===== config.mk =====
export PLATFORM = sky130hd
export DESIGN_NAME = clb_cfg_chain_flat
export DESIGN_NICKNAME = d
export VERILOG_FILES = /design/src/rtl/clb_cfg_chain_if.sv /design/src/rtl/clb_cfg_chain.sv /design/src/flat_wrapper.sv
export SDC_FILE = /design/constraint.sdc
export NUM_CORES = 1
export LEC_CHECK = 0
export ABC_CLOCK_PERIOD_IN_PS = 2400
export BUFFER_PORTS_ARGS = -buffer_cell sky130_fd_sc_hd__buf_2
export CAP_MARGIN = 15
export CORE_ASPECT_RATIO = 2
export CORE_MARGIN = 2
export CORE_UTILIZATION = 32
export CTS_CLUSTER_SIZE = 20
export DETAILED_ROUTE_END_ITERATION = 7
export PLACE_DENSITY_LB_ADDON = 0.12
export SLEW_MARGIN = 20
export SYNTH_ARGS = -nofsm -noshare
export SYNTH_HDL_FRONTEND = slang
export SYNTH_SLANG_ARGS = --single-unit

===== constraint.sdc =====
create_clock -name K -period 2.4 [get_ports K]
set_clock_uncertainty 0.2 [all_clocks]
set_input_delay 0.12 -clock K [delete_from_list [all_inputs] [get_ports K]]
set_output_delay 0.12 -clock K [all_outputs]
set_load 0.05 [all_outputs]

===== src/rtl/clb_cfg_chain_if.sv =====
// Logic-input and config-chain signal bundle for one CLB tile.
// Master drives logic inputs and the chain input. Slave returns chain output, done flag and X/Y.
interface clb_cfg_chain_if #(
  parameter int N_IN = 4
) ();
  logic [N_IN-1:0] IN;
  logic            CFG_EN;
  logic            CFG_DIN;
  logic            CFG_DOUT;
  logic            CFG_DONE;
  logic            X;
  logic            Y;

  modport master (
    output IN, CFG_EN, CFG_DIN,
    input  CFG_DOUT, CFG_DONE, X, Y
  );

  modport slave (
    input  IN, CFG_EN, CFG_DIN,
    output CFG_DOUT, CFG_DONE, X, Y
  );
endinterface


===== src/rtl/clb_cfg_chain.sv =====
// CLB with serial config chain: F/G LUTs, one set/reset/enable flop, X/Y muxes.
// LUTs and muxes are zero latency and the flop adds one cycle; no backpressure, the chain shifts whenever CFG_EN=1.
module clb_cfg_chain #(
  parameter int N_IN = 4
) (
  input  logic           K,
  input  logic           RST,
  clb_cfg_chain_if.slave bus
);
  localparam int LUT_SZ  = 2**N_IN;
  localparam int CFG_LEN = 2*LUT_SZ + 12;
  localparam int CNT_W   = $clog2(CFG_LEN);
  localparam logic [CNT_W-1:0] CNT_LAST = CNT_W'(CFG_LEN - 1);

  typedef enum logic [1:0] {
    IDLE   = 2'd0,
    LOAD   = 2'd1,
    ACTIVE = 2'd2
  } state_e;

  state_e               state_q, state_d;
  logic [CFG_LEN-1:0]   cfg_q, cfg_d;
  logic [CNT_W-1:0]     cnt_q, cnt_d;
  logic                 q_q, q_d;

  logic                 fb_sel;
  logic [1:0]           y_sel, x_sel, r_sel, s_sel, ce_sel;
  logic [LUT_SZ-1:0]    lutf, lutg;
  logic                 q_init_unused;
  logic [N_IN-1:0]      addr;
  logic                 f_val, g_val;
  logic                 s_src, r_src, ce_src;
  logic                 last_shift;
  logic                 done_w, x_w, y_w;

  // Q_INIT is only consumed as CFG_DIN on the final shift, never from cfg_q.
  assign q_init_unused = cfg_q[0];
  assign fb_sel        = cfg_q[1];
  assign y_sel         = cfg_q[3:2];
  assign x_sel         = cfg_q[5:4];
  assign r_sel         = cfg_q[7:6];
  assign s_sel         = cfg_q[9:8];
  assign ce_sel        = cfg_q[11:10];
  assign lutg          = cfg_q[12 +: LUT_SZ];
  assign lutf          = cfg_q[12+LUT_SZ +: LUT_SZ];

  // Feedback only taps registered Q, so F/G never loop combinationally.
  assign addr  = {bus.IN[N_IN-1:1], (fb_sel ? q_q : bus.IN[0])};
  assign f_val = lutf[addr];
  assign g_val = lutg[addr];

  always_comb begin
    s_src  = 1'b0;
    r_src  = 1'b0;
    ce_src = 1'b0;
    case (s_sel)
      2'b00:   s_src = bus.IN[N_IN-1];
      2'b01:   s_src = f_val;
      default: s_src = 1'b0;
    endcase
    case (r_sel)
      2'b00:   r_src = bus.IN[0];
      2'b01:   r_src = g_val;
      default: r_src = 1'b0;
    endcase
    case (ce_sel)
      2'b00:   ce_src = 1'b1;
      2'b01:   ce_src = g_val;
      2'b10:   ce_src = bus.IN[1];
      default: ce_src = 1'b0;
    endcase
  end

  assign last_shift = (state_q == LOAD) && bus.CFG_EN && (cnt_q == CNT_LAST);

  always_ff @(posedge K) begin
    if (RST) begin
      state_q <= IDLE;
      cfg_q   <= '0;
      cnt_q   <= '0;
      q_q     <= 1'b0;
    end else begin
      state_q <= state_d;
      cfg_q   <= cfg_d;
      cnt_q   <= cnt_d;
      q_q     <= q_d;
    end
  end

  always_comb begin
    state_d = state_q;
    cnt_d   = cnt_q;
    q_d     = q_q;
    cfg_d   = bus.CFG_EN ? {cfg_q[CFG_LEN-2:0], bus.CFG_DIN} : cfg_q;
    case (state_q)
      IDLE: begin
        q_d = 1'b0;
        if (bus.CFG_EN) begin
          state_d = LOAD;
          cnt_d   = CNT_W'(1);
        end
      end
      LOAD: begin
        q_d = 1'b0;
        if (last_shift) begin
          state_d = ACTIVE;
          cnt_d   = '0;
          q_d     = bus.CFG_DIN;
        end else if (bus.CFG_EN) begin
          cnt_d = cnt_q + CNT_W'(1);
        end
      end
      ACTIVE: begin
        if (bus.CFG_EN) begin
          state_d = LOAD;
          cnt_d   = CNT_W'(1);
          q_d     = 1'b0;
        end else if (ce_src) begin
          // Reset wins over set.
          q_d = r_src ? 1'b0 : (s_src ? 1'b1 : f_val);
        end
      end
      default: begin
        state_d = IDLE;
        cnt_d   = '0;
        q_d     = 1'b0;
      end
    endcase
  end

  always_comb begin
    done_w = (state_q == ACTIVE);
    x_w    = 1'b0;
    y_w    = 1'b0;
    if (done_w) begin
      case (x_sel)
        2'b00:   x_w = f_val;
        2'b01:   x_w = g_val;
        default: x_w = q_q;
      endcase
      case (y_sel)
        2'b00:   y_w = q_q;
        2'b01:   y_w = g_val;
        default: y_w = f_val;
      endcase
    end
  end

  assign bus.CFG_DOUT = cfg_q[CFG_LEN-1];
  assign bus.CFG_DONE = done_w;
  assign bus.X        = x_w;
  assign bus.Y        = y_w;
endmodule


===== src/flat_wrapper.sv =====
// flat-port wrapper written by rule: the top's interface ports become plain ports
module clb_cfg_chain_flat 
#(
  parameter int N_IN = 4
)
  (K, RST, bus_IN, bus_CFG_EN, bus_CFG_DIN, bus_CFG_DOUT, bus_CFG_DONE, bus_X, bus_Y);
  clb_cfg_chain_if #(.N_IN(N_IN)) bus_i ();
  input  logic K;
  input  logic RST;
  input wire logic [$bits(bus_i.IN)-1:0] bus_IN;
  input wire logic [$bits(bus_i.CFG_EN)-1:0] bus_CFG_EN;
  input wire logic [$bits(bus_i.CFG_DIN)-1:0] bus_CFG_DIN;
  output wire logic [$bits(bus_i.CFG_DOUT)-1:0] bus_CFG_DOUT;
  output wire logic [$bits(bus_i.CFG_DONE)-1:0] bus_CFG_DONE;
  output wire logic [$bits(bus_i.X)-1:0] bus_X;
  output wire logic [$bits(bus_i.Y)-1:0] bus_Y;
  assign bus_i.IN = bus_IN;
  assign bus_i.CFG_EN = bus_CFG_EN;
  assign bus_i.CFG_DIN = bus_CFG_DIN;
  assign bus_CFG_DOUT = bus_i.CFG_DOUT;
  assign bus_CFG_DONE = bus_i.CFG_DONE;
  assign bus_X = bus_i.X;
  assign bus_Y = bus_i.Y;
  clb_cfg_chain #(.N_IN(N_IN)) u_core (.K(K), .RST(RST), .bus(bus_i));
endmodule

==> results of run 1 <==
[repair_timing]
item | in CTS | in global routing
hold endpoints to repair | 1 | 0
pin swaps | 2 | 1
cloned | 1 | 0
gates resized for setup | 8 | 3
hold buffers | 1 | 0
setup endpoints to repair | 2 | 2
setup buffers | 5 | 0
[Yosys cell counts, drive strengths merged]
library cell	instances	area (um2)
nor2	60	225.2
mux2i	54	540.5
dfxtp	53	1061
a21oi	8	40.04
nand2	8	32.54
buf	7	40.03
o21ai	7	35.03
clkbuf	6	22.52
ha	6	75.07
a31oi	4	25.02
inv	4	15.01
o22a	4	35.03
a22oi	3	22.52
and3	3	18.77
nand3	3	15.01
nor2b	3	18.77
or2	3	18.77
mux2	2	26.27
mux4	2	48.80
nand2b	2	12.51
nor3	2	10.01
nor3b	2	15.01
o21bai	2	15.01
xor2	2	17.52
a21bo	1	10.01
a2bb2oi	1	15.01
a311oi	1	8.760
a32oi	1	16.27
and2b	1	7.510
nand3b	1	7.510
nand4b	1	8.760
o2111ai	1	8.760
o211a	1	10.01
o211ai	1	7.510
o21a	1	7.510
o221ai	1	8.760
o22ai	1	6.260
or4b	1	10.01
xnor2	1	8.760
[registers in the layout, indices dropped and copies added, names as in the netlist]
name and count:
u_core.state_q 2, u_core.q_q 1, u_core.cnt_q 6, u_core.cfg_q 44
[final cells by class]
class                           instances  area, um2  area share
Clock inverter                          1      30.03     0.01018
Sequential cell                        53       1064      0.3606
Tap cell                               94      117.6     0.03988
Inverter                                4      15.01    0.005091
Timing Repair Buffer                   25      172.7     0.05855
Multi-Input combinational cell        195       1408      0.4773
Clock buffer                            7      142.6     0.04837
[path summary, 6_finish.rpt]
check | slack [ns] | startpoint | to
worst min register to register | 0.31 | u_core.cfg_q[0] | u_core.cfg_q[0]
worst max-delay path | -0.07 | u_core.cfg_q[1] | bus_Y
worst max register to register | 0.17 | u_core.state_q[0] | u_core.cnt_q[2]
worst min-delay path | 0.02 | RST | u_core.cfg_q[18]
[cell families after synthesis]
logic type      Yosys count  share of synthesized area
simple gates             90                     0.1584
mux                      58                     0.2436
flops                    53                     0.4198
compound gates           38                     0.1074
buf+inv                  17                    0.03069
fa+ha+maj                 6                    0.02970
xor+xnor                  3                    0.01040
[power by group]
part	leakage [nW]	total (mW)	internal (mW)	switching [mW]
logic	0.780	0.212	0.0930	0.119
registers	0.429	0.898	0.888	0.00947
clock network	0.0841	0.828	0.521	0.307
[worst register-to-register path: stages, from the launching register on]
cell and delay (ns):
dfxtp_1 0.41, inv_1 0.09, ha_1 0.28, nor3_1 0.31, nor2_1 0.09, or4b_2 0.64
a21oi_1 0.15
[metrics by stage]
step / std cells / hold WS [ns] / TNS, ns / setup WS (ns) / area [um2]
3_5_place_dp: 364 / 0.2166 / 0 / 0.1157 / 2690
4_1_cts: 379 / 0.02506 / -0.2132 / -0.1073 / 2947
3_3_place_gp: 364 / 0.1967 / 0 / 0.1472 / 2690
5_1_grt: 379 / 0.04191 / -0.4374 / -0.2326 / 2949
2_1_floorplan: 265 / 0.06716 / 0 / 0.08317 / 2527
6_report: 379 / 0.02305 / -0.1431 / -0.07185 / 2949
[routing by layer]
layer | GRT usage | vias to the layer above | part of all wire
met2 | 0.2888 | 28 | 0.57
met1 | 0.1454 | 885 | 0.37
met3 | 0.02778 | 12 | 0.028
met4 | 0.08403 | 0 | 0.040
li1 | - | 972 | -
met5 | 0 | - | 0
==> flow_summary.toml, run 1 <==
[sta]
slew_viol_final = 0
period_minus_slack_ns = 2.472
fin_ws_ns = -0.07185
hold_viol = 0
max_slew_margin = 0.7507
rsz0062_at_grt = "true"
fin_crit_sh = 1.030
fmax_mhz = 404.6
worst_pin_slew_ns = 0.3739
setup_viol = 2

[power]
leakagePower_nw = 1.293
power_mw = 1.938
peakVddDrop_mv = 0.3723
p_per_area_mw_per_mm2 = 657.3

[yosys]
avgSynthCellArea_um2 = 9.537
ys_seq_elements = 53
synthCells = 265
syn_area_mm2 = 0.002527
ys_seq_area_frac = 0.4198
yosys.cell_types.count = 46
syn_nets = 279
yosys_warnings = 0

[run_status]
violations = "setup timing"
status = "complete, but fails checks"

[drt]
num_vias = 1897
wl_um = 5999
wl_per_cell_um = 15.83
drtAntennaViolNets = 0
viasPerCell = 5.005
route.detailed.drc = 0
dr.pass1.iters = 4
drt_iter0_markers = 72

[floorplan]
fp-row-count = 45
die_area_mm2 = 0.008668
die_w_um = 66.84
initial_core_util = 0.3325
num_io_pins = 12
fp.coreArea_mm2 = 0.007601
die_y_um = 129.7

[clocking]
numClockSinks = 53
clock_latency_ns = 0.29
htreeDepth = 2
cts-root-buf = "clkbuf_16"
cts_buffers = 5
clockBufferDepth = 2
cts_tree = "done"
cts.clk_slew.worst_paths_ns = 0.07

[global_route]
grt_pass1_vias = 1914
grt.overflow.total = 0
antenna_found_initial = 0
grt_pass1_wl_um = 9591
grt.total_usage = 0.1514
grt_max_degree = 21

[final_layout]
area_growth_syn_to_layout_pct = 16.68
fillers = 799
drive_above_1_share = 0.1509
final_cell_mix = "60 x nor2_1, 53 x mux2i_1, 51 x dfxtp_1, 12 x buf_4, 10 x buf_2"
utilization = 0.3880
nNetsFinal = 298
num_antenna_cells = 0
final_common_cell = "nor2_1"

[setup_path]
slowest_delay_ns = 0.34
r2r_cells = 6
setup.worst_path.start_class = "flip-flop"
crit_family = "buffers and inverters"
cpMostUsedCell = "buf_4"
cp.arrival_ns = 2.15
worstSetupPathType = "reg2out"
cp_num_cells = 9
path_cells = "mux2i_2, buf_4, buf_4, mux2i_1, nand3_1, a31oi_4, nand2_1, and3_1, buf_6"
cp_max_fo = 5
crit_required_ns = 2.08
slowest_stage = "dfxtp_2"
crit_buf_inv = 3
end_kind = "output pin"

[placed_design]
place_hpwl_um = 4447
port_buffers = 11
place.gp.congestion = 0.8233

[hold_path]
min_path_type = "in2reg"
whs_path_depth = 2

[flow_run]
cap_violations = 0
No activity file was read; power rests on OpenSTA's default activity.
==> run 2, diff against run 1 <==
- CORE_UTILIZATION: 32 -> 60
==> flow_summary.toml, run 2 (same netlist as run 1, synthesis figures left out) <==
[setup_path]
worstSetupPathType = "reg2out"
path_cells = "mux2i_1, buf_4, mux4_2, or2_1, a31oi_4, nand2_1, and3_4, buf_8"
slowest_delay_ns = 0.35
crit_path_start = "u_core.cfg_q[1]"
setup.worst_path.start_class = "flip-flop"
crit_family = "simple AND/OR/NAND/NOR gates"
crit_required_ns = 2.08
rr_startpoint = "u_core.cfg_q[1]"
cp.arrival_ns = 2.12
cp_max_fo = 7
end_kind = "output pin"
slowest_stage = "dfxtp_2"
crit_buf_inv = 2

[sta]
setup-tns-final_ns = -0.07770
setup_viol = 2
slew_viol_final = 0
rsz0062_at_grt = "true"
worst_pin_slew_ns = 0.5698
fin_crit_sh = 1.018
fin_hold_ws_ns = 0.08336
max_slew_margin = 0.6201
hold_viol = 0
fin_ws_ns = -0.04399
fmax_mhz = 409.2
period_minus_slack_ns = 2.444

[floorplan]
die_area_mm2 = 0.004779
num_io_pins = 12
die_y_um = 95.79
die_w_um = 49.90
fp-row-count = 33
fp.coreArea_mm2 = 0.004088
initial_core_util = 0.6183

[flow_run]
cap_violations = 0

[clocking]
clock_latency_ns = 0.30
cts-root-buf = "clkbuf_8"
clockBufferDepth = 2
numClockSinks = 53
cts_buffers = 5
cts.clk_slew.worst_paths_ns = 0.09
htreeDepth = 2
cts_tree = "done"

[global_route]
grt_pass1_vias = 1830
grt_max_degree = 32
grt.total_usage = 0.2164
antenna_found_initial = 0
grt.overflow.total = 0
grt_pass1_wl_um = 7997

[final_layout]
utilization = 0.6908
area_growth_syn_to_layout_pct = 11.73
final_cell_mix = "60 x nor2_1, 54 x mux2i_1, 52 x dfxtp_1, 14 x buf_4, 9 x buf_2"
largest_reg_flops = 44
regMostFlops = "u_core.cfg_q"
nNetsFinal = 299
reg_top3 = "u_core.cfg_q x44, u_core.cnt_q x6, u_core.state_q x2"
num_antenna_cells = 0
fin_area_mm2 = 0.002824
fillers = 341
drive_above_1_share = 0.1544
final_common_cell = "nor2_1"

[drt]
viasPerCell = 5.789
dr.pass1.iters = 4
num_vias = 1951
wl_per_cell_um = 14.70
drtAntennaViolNets = 0
route.detailed.drc = 0
wl_um = 4953
drt_iter0_markers = 30

[placed_design]
place.gp.congestion = 0.8157
port_buffers = 11
place_hpwl_um = 3590
placed_area_mm2 = 0.002645

[power]
p_per_area_mw_per_mm2 = 570.6
peakVddDrop_mv = 0.5236
leakagePower_nw = 1.250
power_mw = 1.611

[run_status]
violations = "setup timing"
status = "complete, but fails checks"

[hold_path]
min_path_type = "in2reg"
worstHoldStart = "bus_CFG_EN"
[run 2: repair_timing]
| item | 4_1_cts | 5_1_grt |
|---|---|---|
| setup endpoints to repair | 2 | 2 |
| setup buffers | 4 | 2 |
| hold endpoints to repair | 1 | 0 |
| gates resized for setup | 6 | 7 |
| pin swaps | 2 | 7 |
| hold buffers | 1 | 0 |
[run 2: final cells by class]
cell class                      instances  area (um2)  share of cell area
Multi-Input combinational cell        195        1409              0.4989
Sequential cell                        53        1062              0.3762
Timing Repair Buffer                   26       186.4             0.06602
Clock buffer                            7       86.33             0.03057
Tap cell                               52       65.06             0.02304
Inverter                                4       15.01            0.005317
[run 2: metrics by stage]
step	setup WS (ns)	cells
final	-0.04399	337
after global routing	-0.1159	337
after CTS	-0.09672	335
after detailed placement	0.09627	323
after global placement	0.1176	323
after floorplan	0.08317	265
[run 2: worst register-to-register path, cell delays in order, from the launching register on]
cell	delay (ns)
dfxtp_2	0.35
mux2i_1	0.18
buf_4	0.18
mux4_2	0.55
nand2_2	0.11
buf_4	0.11
mux2_4	0.29
a2bb2oi_2	0.13
[run 2: layer usage]
layer	part of all wire	track usage
met5	0	0
met2	0.57	0.4356
met1	0.39	0.2153
met4	0.016	0.08565
met3	0.017	0.02795
[run 2: final timing paths]
path	end	slack, ns	cells after the start
setup / recovery	bus_Y	-0.04	8
hold / removal	u_core.cfg_q[12]	0.08	3
setup reg to reg	u_core.q_q	0.20	7
hold reg to reg	u_core.cfg_q[28]	0.33	2
[run 2: where the power goes]
group | switching (mW) | internal (mW) | total (mW)
clock | 0.271 | 0.230 | 0.500
sequential | 0.0104 | 0.888 | 0.898
combinational | 0.118 | 0.0950 | 0.213
